$ cat src/rtl/i_ap_pkg.sv
// Shared definitions for the approximate accumulator: parameter legality,
// segment count and FSM state encoding.
package i_ap_pkg;

   typedef logic [0:0] state_t;

   localparam state_t ST_FIRST = 1'b0;
   localparam state_t ST_ACC   = 1'b1;

   // W must hold the exact low window plus a whole number of SEG-bit segments.
   function automatic bit ap_legal(input int unsigned w, input int unsigned seg,
                                   input int unsigned look);
      if (seg == 0) return 1'b0;
      if (w < seg + look) return 1'b0;
      return ((w - seg - look) % seg) == 0;
   endfunction

   // Number of segments including the exact low window.
   function automatic int unsigned ap_nseg(input int unsigned w, input int unsigned seg,
                                           input int unsigned look);
      if (seg == 0 || w < seg + look) return 1;
      return 1 + (w - seg - look) / seg;
   endfunction

endpackage

$ cat src/rtl/i_ap_adder_p.sv
// Segmented carry-lookahead-truncated adder: exact low window, then
// independent upper segments that speculate carry from LOOK bits below.
module i_ap_adder_p
   import i_ap_pkg::*;
#(
   parameter int unsigned W    = 16,
   parameter int unsigned SEG  = 2,
   parameter int unsigned LOOK = 2
) (
   input  logic [W-1:0] a,
   input  logic [W-1:0] b,
   output logic [W-1:0] sum,
   output logic         ovf
);

   localparam int unsigned SL   = SEG + LOOK;
   localparam int unsigned NSEG = ap_nseg(W, SEG, LOOK);

   generate
      if (!ap_legal(W, SEG, LOOK)) begin : g_illegal
         $error("i_ap_adder_p: (W-SEG-LOOK) must be a non-negative multiple of SEG");
      end
   endgenerate

   logic [SL:0] lo_sum;

   assign lo_sum       = {1'b0, a[SL-1:0]} + {1'b0, b[SL-1:0]};
   assign sum[SL-1:0]  = SL'(lo_sum);

   generate
      if (NSEG == 1) begin : g_one
         assign ovf = lo_sum[SL];
      end

      // Each window starts LOOK bits below its segment; no carry-in, keep top SEG bits.
      for (genvar k = 1; k < NSEG; k++) begin : g_seg
         logic [SL:0] ws;
         assign ws = {1'b0, a[k*SEG +: SL]} + {1'b0, b[k*SEG +: SL]};
         assign sum[SL + (k-1)*SEG +: SEG] = SEG'(ws >> LOOK);
         if (k == NSEG - 1) begin : g_top
            assign ovf = ws[SL];
         end
      end
   endgenerate

endmodule

$ cat src/rtl/i_ap_accum.sv
// Streaming approximate vector accumulator with valid/ready framing.
// Define AP_SAT_EN to clamp the accumulator to all ones on overflow.
module i_ap_accum
   import i_ap_pkg::*;
#(
   parameter int unsigned W    = 16,
   parameter int unsigned SEG  = 2,
   parameter int unsigned LOOK = 2,
   parameter int unsigned CW   = 8
) (
   input  logic          clk,
   input  logic          rst,
   input  logic          in_valid,
   output logic          in_ready,
   input  logic [W-1:0]  in_data,
   input  logic          in_last,
   output logic          out_valid,
   input  logic          out_ready,
   output logic [W-1:0]  out_data,
   output logic [CW-1:0] out_count,
   output logic          out_ovf
);

   state_t        state, state_n;
   logic [W-1:0]  acc, acc_n;
   logic [CW-1:0] cnt, cnt_n;
   logic          ovf, ovf_n;
   logic          out_valid_n;
   logic [W-1:0]  out_data_n;
   logic [CW-1:0] out_count_n;
   logic          out_ovf_n;

   logic [W-1:0]  add_sum;
   logic          add_ovf;
   logic          take;

   i_ap_adder_p #(
      .W    (W),
      .SEG  (SEG),
      .LOOK (LOOK)
   ) u_adder (
      .a   (acc),
      .b   (in_data),
      .sum (add_sum),
      .ovf (add_ovf)
   );

   assign in_ready = !out_valid || out_ready;
   assign take     = in_valid && in_ready;

   // Next-state: beat accumulation, result hand-off and emit.
   always_comb begin
      state_n     = state;
      acc_n       = acc;
      cnt_n       = cnt;
      ovf_n       = ovf;
      out_valid_n = out_valid;
      out_data_n  = out_data;
      out_count_n = out_count;
      out_ovf_n   = out_ovf;

      if (out_valid && out_ready) out_valid_n = 1'b0;

      if (take) begin
         if (state == ST_FIRST) begin
            acc_n = in_data;
            cnt_n = CW'(1);
            ovf_n = 1'b0;
         end else begin
`ifdef AP_SAT_EN
            acc_n = add_ovf ? {W{1'b1}} : add_sum;
`else
            acc_n = add_sum;
`endif
            cnt_n = (cnt == {CW{1'b1}}) ? cnt : cnt + CW'(1);
            ovf_n = ovf | add_ovf;
         end

         if (in_last) begin
            state_n     = ST_FIRST;
            out_valid_n = 1'b1;
            out_data_n  = acc_n;
            out_count_n = cnt_n;
            out_ovf_n   = ovf_n;
         end else begin
            state_n = ST_ACC;
         end
      end
   end

   always_ff @(posedge clk) begin
      if (rst) begin
         state     <= ST_FIRST;
         acc       <= '0;
         cnt       <= '0;
         ovf       <= 1'b0;
         out_valid <= 1'b0;
         out_data  <= '0;
         out_count <= '0;
         out_ovf   <= 1'b0;
      end else begin
         state     <= state_n;
         acc       <= acc_n;
         cnt       <= cnt_n;
         ovf       <= ovf_n;
         out_valid <= out_valid_n;
         out_data  <= out_data_n;
         out_count <= out_count_n;
         out_ovf   <= out_ovf_n;
      end
   end

endmodule

$ cat config.mk
export PLATFORM = sky130hd
export DESIGN_NAME = i_ap_accum
export DESIGN_NICKNAME = d
export VERILOG_FILES = /design/src/rtl/i_ap_pkg.sv /design/src/rtl/i_ap_adder_p.sv /design/src/rtl/i_ap_accum.sv
export SDC_FILE = /design/constraint.sdc
export NUM_CORES = 1
export LEC_CHECK = 0
export CORE_UTILIZATION = 35
export CTS_CLUSTER_SIZE = 8
export DETAILED_ROUTE_END_ITERATION = 10
export DONT_BUFFER_PORTS = 1
export HOLD_SLACK_MARGIN = 0.15
export PLACE_DENSITY = 0.53
export SLEW_MARGIN = 10
export SYNTH_ARGS = -nofsm -noshare
export SYNTH_HDL_FRONTEND = slang
export SYNTH_SLANG_ARGS = --single-unit
$ cat constraint.sdc
create_clock -name clk -period 3.54 [get_ports clk]
set_input_delay 0.708 -clock clk [delete_from_list [all_inputs] [get_ports clk]]
set_output_delay 0.708 -clock clk [all_outputs]
set_load 0.05 [all_outputs]
==> results of run 1 <==
worst min path at each step:
stage | start | slack (ns) | depth (start not counted) | endpoint
after floorplan | acc[2] | 0.44 | 2 | acc[2]
after global placement | acc[2] | 0.45 | 2 | acc[2]
after detailed placement | acc[2] | 0.46 | 2 | acc[2]
after CTS | rst | 0.44 | 1 | cnt[2]
after global routing | rst | 0.44 | 1 | cnt[2]
final | rst | 0.44 | 1 | out_ovf
kinds of logic (layout without fill, tap and decap cells):
logic type      Yosys count  in the layout  share of synthesized area, %
fa+ha+maj                18             18                          8.07
compound gates           80             80                          20.1
mux                      12             12                          4.16
xor+xnor                  8              8                          2.43
simple gates            123            123                          23.3
buf+inv                  25             15                          5.85
flops                    52             52                          36.1
report_power, final:
part	internal, mW	switching [mW]	total (mW)
clock	0.210	0.206	0.416
combinational	0.0959	0.120	0.216
sequential	0.619	0.0741	0.693
through the flow:
stage / hold slack (ns) / instances / cell area (µm²) / setup WS [ns] / util (%)
4_1_cts: 0.444 / 410 / 3000 / 1.39 / 38.2
3_3_place_gp: 0.445 / 402 / 2890 / 1.24 / 36.8
2_1_floorplan: 0.440 / 318 / 2890 / 1.56 / -
6_report: 0.443 / 410 / 3000 / 1.41 / 38.2
5_1_grt: 0.436 / 410 / 3000 / 1.25 / 38.2
3_5_place_dp: 0.463 / 402 / 2890 / 1.24 / 36.8
worst max-delay path, delay by kind of cell, from the launching register on:
kind                   cells  cell delay, ns
AND/OR/NAND/NOR            3            0.71
buffers and inverters      2            0.62
flip-flops                 1            0.49
AO/OA/AOI/OAI              1            0.22
cell type report:
type / instances / area [µm²] / share of cell area [%]
well taps: 102 / 128 / 4.26
clock inverters: 2 / 35.0 / 1.17
clock buffers: 6 / 72.6 / 2.42
inverters: 2 / 7.51 / 0.251
flip-flops and latches: 52 / 1040 / 34.7
repair buffers: 5 / 37.5 / 1.25
multi-input cells: 241 / 1680 / 55.9
per-layer routing:
metal  share of wire [%]  vias up  track usage, %
met5                   0        -               0
met4                0.95        0            4.23
met3                 6.1        5            4.35
met2                  47       54            25.9
met1                  46     1083            19.9
li1                    -     1170               -
state kept, by name, summed over array words and instances (netlist names):
| name | flops |
|---|---|
| state | 1 |
| out_count | 8 |
| out_valid | 1 |
| acc | 16 |
| ovf | 1 |
| out_ovf | 1 |
| cnt | 8 |
| out_data | 16 |
cells in the mapped netlist, types with 3 or more instances:
cell	count	area share [%]
sky130_fd_sc_hd__xor2_1	3	0.91
sky130_fd_sc_hd__mux2i_1	12	4.2
sky130_fd_sc_hd__and3b_1	9	2.7
sky130_fd_sc_hd__nand3_1	9	1.6
sky130_fd_sc_hd__nand2_1	13	1.7
sky130_fd_sc_hd__a311oi_1	5	1.5
sky130_fd_sc_hd__dfxtp_1	52	36
sky130_fd_sc_hd__nor2_1	41	5.3
sky130_fd_sc_hd__clkbuf_8	3	1.4
sky130_fd_sc_hd__o21ai_0	4	0.69
sky130_fd_sc_hd__ha_1	17	7.4
sky130_fd_sc_hd__a32o_1	3	1.0
sky130_fd_sc_hd__nor3_1	16	2.8
sky130_fd_sc_hd__clkbuf_1	4	0.52
sky130_fd_sc_hd__buf_2	11	1.9
sky130_fd_sc_hd__nor3b_1	3	0.78
sky130_fd_sc_hd__buf_6	4	1.6
sky130_fd_sc_hd__a22o_1	4	1.2
sky130_fd_sc_hd__nand3b_1	9	2.3
sky130_fd_sc_hd__a211oi_1	26	6.8
sky130_fd_sc_hd__and3_1	3	0.65
sky130_fd_sc_hd__nor4bb_1	4	1.4
sky130_fd_sc_hd__a21o_1	4	1.0
sky130_fd_sc_hd__xnor2_1	5	1.5
sky130_fd_sc_hd__nand2b_1	3	0.65
sky130_fd_sc_hd__a31oi_1	4	0.87
sky130_fd_sc_hd__a21oi_1	18	3.1
==> load_flow_metrics.sql, run 1 <==
INSERT INTO impl_metrics (metric_group, metric, value, unit) VALUES
('status', 'outcome', 'complete, no violations', ''),
('die', 'initial_utilization', '36.8', '%'),
('cts', 'cts_buffers', '5', ''),
('global_routing', 'total_grt_usage', '15.7', '%'),
('worst_setup_path', 'cp.arrival', '2.35', 'ns'),
('timing', 'max_freq', '469', 'MHz'),
('route', 'routed_wire_length_per_instance', '15.9', 'µm'),
('layout', 'layout.filler_cells', '817', ''),
('worst_setup_path', 'startpoint_type', 'flop', ''),
('global_routing', 'grt_pass1_wl', '10800', 'µm'),
('route', 'detail_route.vias_per_cell', '5.64', ''),
('power', 'static-leakage-power', '1.17', 'nW'),
('worst_setup_path', 'startpoint', 'out_valid', ''),
('timing', 'timing.final.crit_share', '60.2', '%'),
('worst_setup_path', 'cp_data_required_time', '3.76', 'ns'),
('layout', 'layout_commonest_cell', 'sky130_fd_sc_hd__dfxtp_1', ''),
('route', 'drt-initial-drc-count', '120', ''),
('power', 'vdd.ir_drop.worst', '179', 'µV'),
('global_routing', 'antenna_found_initial', '0', ''),
('global_routing', 'grt_remaining_overflow', '0', ''),
('layout', 'syn2layout_area_growth', '3.86', '%'),
('cts', 'postCtsSetupBuffers', '0', ''),
('cts', 'htreeDepth', '2', ''),
('timing', 'rsz0062_at_grt', 'false', ''),
('cts', 'cts_max_path_buffers', '2', ''),
('worst_setup_path', 'critical_path_class', 'reg -> reg', ''),
('worst_setup_path', 'worstPathCellList', 'nand2b_1 -> buf_4 -> and2_1 -> buf_4 -> nor2_1 -> a311oi_1', ''),
('worst_setup_path', 'worst-r2r-cell-count', '6', ''),
('global_routing', 'grt_max_degree', '50', ''),
('cts', 'cts_root_buf', 'sky130_fd_sc_hd__clkbuf_8', ''),
('worst_setup_path', 'worst_setup_path_end_kind', 'flop', ''),
('placed_design', 'io_buffer_count', '0', ''),
('timing', 'timing.final.max_slew_violations', '0', ''),
('layout', 'diodes', '0', ''),
('power', 'power_density', '442', 'mW/mm²'),
('die', 'core-area', '0.00785', 'mm²'),
('route', 'antenna_left', '0', ''),
('synth', 'ys_seq_elements', '52', ''),
('layout', 'post_route_cells_drive_above_1_share', '7.14', '%'),
('timing', 'final_period_minus_worst_setup_slack', '2.13', 'ns'),
('synth', 'synth-edff-count', '0', ''),
('route', 'detail_route.wirelength', '6520', 'µm'),
('worst_setup_path', 'crit_path_end', 'acc[11]', ''),
('synth', 'synth.avg_cell_area', '9.07', 'µm²'),
('die', 'vertical_die_dimension', '92.8', 'µm'),
('synth', 'synthesis.yosys.warnings', '0', ''),
('worst_setup_path', 'r2r_start', 'out_valid', ''),
('power', 'post-layout-total-power', '1.33', 'mW'),
('placed_design', 'gpl_congestion', '0.826', ''),
('die', 'number_of_top_level_pins', '48', ''),
('cts', 'clk_pin_slew_worst_paths', '0.11', 'ns'),
('worst_setup_path', 'path_common_cell', 'sky130_fd_sc_hd__buf_4', ''),
('timing', 'timing.final.hold_violations', '0', ''),
('timing', 'worst_clock_skew_on_the_final_layout', '0.0175', 'ns'),
('cts', 'number_of_gates_resized_after_cts', '0', ''),
('timing', 'setup_viol', '0', ''),
('placed_design', 'dp_hpwl', '4480', 'µm'),
('cts', 'cts_tree', 'done', ''),
('layout', 'layout_common_cells', 'sky130_fd_sc_hd__dfxtp_1, sky130_fd_sc_hd__nor2_1, sky130_fd_sc_hd__a211oi_1', ''),
('worst_setup_path', 'slowest_delay', '0.49', 'ns'),
('die', 'fp-row-count', '32', ''),
('worst_setup_path', 'crit-reg2reg-capture', 'acc[11]', ''),
('timing', 'timing_worst_slew_pin_value', '0.564', 'ns'),
('synth', 'ys.flop_type', 'sky130_fd_sc_hd__dfxtp_1', ''),
('layout', 'design.final.nets', '346', ''),
('flow_run', 'max-cap-violations', '0', ''),
('hold_path', 'holdCritPathClass', 'in -> reg', ''),
('route', 'detail_route.drc_violations', '0', ''),
('synth', 'ys_seq_area_share', '36.1', '%'),
('route', 'num_vias', '2312', ''),
('die', 'die-width', '92.8', 'µm');
No activity file was read; power rests on OpenSTA's default activity.
==> run 2, diff against run 1 <==
==> constraint.sdc (replaced) <==
create_clock -name clk -period 2 [get_ports clk]
set_input_delay 0.4 -clock clk [delete_from_list [all_inputs] [get_ports clk]]
set_output_delay 0.4 -clock clk [all_outputs]
set_load 0.05 [all_outputs]
==> load_flow_metrics.sql, run 2 (synthesized netlist as in run 1, its figures left out) <==
INSERT INTO impl_metrics (metric_group, metric, value, unit) VALUES
('status', 'outcome', 'complete, no violations', ''),
('timing', 'timing.final.crit_share', '90.8', '%'),
('cts', 'tritoncts_sinks', '52', ''),
('layout', 'diodes', '0', ''),
('route', 'detail_route.vias_per_cell', '5.57', ''),
('global_routing', 'grt_pass1_vias', '2299', ''),
('placed_design', 'gpl_congestion', '0.899', ''),
('layout', 'design.final.nets', '355', ''),
('global_routing', 'grt_max_degree', '43', ''),
('cts', 'clock_latency', '0.30', 'ns'),
('placed_design', 'area_after_dpl', '0.00293', 'mm²'),
('die', 'fp-row-count', '32', ''),
('global_routing', 'antenna_found_initial', '0', ''),
('worst_setup_path', 'rrSetupSlack', '0.18', 'ns'),
('timing', 'finalWorstSetupSlack', '0.185', 'ns'),
('hold_path', 'hold_path_end', 'acc[7]', ''),
('global_routing', 'grt_pass1_wl', '11000', 'µm'),
('die', 'core-area', '0.00785', 'mm²'),
('hold_path', 'hp-start', 'rst', ''),
('worst_setup_path', 'worstPathMaxFanout', '11', ''),
('route', 'antenna_left', '0', ''),
('cts', 'cts_tree', 'done', ''),
('timing', 'final_period_minus_worst_setup_slack', '1.82', 'ns'),
('worst_setup_path', 'worst-r2r-cell-count', '5', ''),
('worst_setup_path', 'startpoint_type', 'flop', ''),
('hold_path', 'holdCritPathClass', 'in -> reg', ''),
('placed_design', 'dp_hpwl', '4600', 'µm'),
('timing', 'timing_worst_slew_pin_value', '0.776', 'ns'),
('worst_setup_path', 'worstPathCellList', 'ha_1 -> nand3_1 -> or2_1 -> and4_2 -> nor4_1', ''),
('power', 'power_density', '765', 'mW/mm²'),
('timing', 'timing.final.max_slew_violations', '0', ''),
('cts', 'cts_root_buf', 'sky130_fd_sc_hd__clkbuf_8', ''),
('layout', 'layout_top_registers', 'acc: 16 flops, out_data: 16 flops', ''),
('layout', 'layout_common_cells', 'sky130_fd_sc_hd__dfxtp_1, sky130_fd_sc_hd__nor2_1, sky130_fd_sc_hd__a211oi_1', ''),
('layout', 'final_cell_area', '0.00307', 'mm²'),
('cts', 'clk_pin_slew_worst_paths', '0.10', 'ns'),
('timing', 'max_freq', '551', 'MHz'),
('die', 'initial_utilization', '36.8', '%'),
('layout', 'post_route_cells_drive_above_1_share', '8.52', '%'),
('worst_setup_path', 'critical_path_class', 'reg -> reg', ''),
('route', 'detail_route.drc_violations', '0', ''),
('route', 'drt-initial-drc-count', '48', ''),
('power', 'post-layout-total-power', '2.35', 'mW'),
('die', 'vertical_die_dimension', '92.8', 'µm'),
('route', 'num_vias', '2335', ''),
('cts', 'cts_buffers', '5', ''),
('timing', 'setup_viol', '0', ''),
('worst_setup_path', 'timing.critical_path.buf_inv', '0', ''),
('worst_setup_path', 'cp_top_family', 'simple AND/OR/NAND/NOR gates', ''),
('worst_setup_path', 'r2r_start', 'cnt[1]', ''),
('timing', 'rsz0062_at_grt', 'false', ''),
('worst_setup_path', 'cp.arrival', '2.03', 'ns'),
('power', 'vdd.ir_drop.worst', '377', 'µV'),
('die', 'die_area', '0.00861', 'mm²'),
('worst_setup_path', 'cp_data_required_time', '2.22', 'ns'),
('timing', 'max_slew_margin', '48.1', '%'),
('cts', 'htreeDepth', '2', ''),
('timing', 'timing.final.hold_violations', '0', ''),
('worst_setup_path', 'critical_path.slowest_cell', 'sky130_fd_sc_hd__or2_1', ''),
('layout', 'layout_commonest_cell', 'sky130_fd_sc_hd__dfxtp_1', ''),
('layout', 'syn2layout_area_growth', '6.55', '%'),
('flow_run', 'max-cap-violations', '0', ''),
('worst_setup_path', 'crit-reg2reg-capture', 'cnt[5]', ''),
('die', 'die-width', '92.8', 'µm'),
('route', 'detail_route.wirelength', '6780', 'µm'),
('placed_design', 'io_buffer_count', '0', ''),
('placed_design', 'placement.setup.worst_slack', '0.230', 'ns'),
('route', 'detailedRoute.firstPassIterationCount', '4', ''),
('cts', 'cts_max_path_buffers', '2', ''),
('global_routing', 'total_grt_usage', '16.1', '%'),
('die', 'number_of_top_level_pins', '48', ''),
('timing', 'summed_negative_setup_slack_over_all_endpoints', '0', 'ns'),
('worst_setup_path', 'worst_setup_path_end_kind', 'flop', ''),
('hold_path', 'worst_hold_path.num_cells', '1', ''),
('power', 'static-leakage-power', '1.21', 'nW'),
('global_routing', 'grt_remaining_overflow', '0', ''),
('cts', 'postCtsSetupBuffers', '0', ''),
('route', 'routed_wire_length_per_instance', '16.2', 'µm'),
('worst_setup_path', 'slowest_delay', '0.40', 'ns'),
('timing', 'worst_clock_skew_on_the_final_layout', '0.00658', 'ns');
[run 2: changes by cell type in the layout (fill, tap and decap cells not counted), sizes merged]
cell	change
buf	+5
dlygate4sd3	+4
[run 2: where the power goes]
group | total [mW] | internal [mW] | switching [mW]
registers | 1.22 | 1.10 | 0.125
clock network | 0.714 | 0.372 | 0.342
logic | 0.417 | 0.183 | 0.235
total | 2.35 | 1.65 | 0.702
[run 2: cell type report]
cell class,count,area [µm²]
Multi-Input combinational cell,241,1680
Sequential cell,52,1040
Inverter,2,7.51
Clock buffer,6,72.6
Fill cell,869,4770
Clock inverter,2,35.0
Timing Repair Buffer,14,115
Tap cell,102,128
[run 2: repair_timing]
item | CTS | global route
hold buffers | 1 | 3
resized for setup | 0 | 0
endpoints found under the hold margin | 8 | 17
setup endpoints to repair | 0 | 0
[run 2: worst max-delay path by stage]
stage / start / end / slack [ns] / depth (start not counted)
after floorplan: out_valid / cnt[1] / 0.21 / 7
after CTS: cnt[1] / cnt[5] / 0.18 / 5
after global placement: in_data[3] / out_data[5] / 0.24 / 5
final: cnt[1] / cnt[5] / 0.18 / 5
after global routing: cnt[1] / cnt[5] / 0.02 / 5
after detailed placement: cnt[1] / cnt[5] / 0.23 / 5
[run 2: through the flow]
step                std cells  hold slack [ns]  util [%]
detailed placement        407            0.456      37.3
global placement          407            0.447      37.3
global route              419            0.152      39.2
CTS                       416            0.150      38.8
finish                    419            0.174      39.2
floorplan                 318            0.440         -
[run 2: metal layers]
metal / wire, µm / track usage, % / part of all wire, %
met1: 3100 / 18.8 / 46
met2: 3130 / 27.2 / 46
met3: 420 / 5.34 / 6.2
met4: 138 / 6.15 / 2.0
met5: 0 / 0 / 0
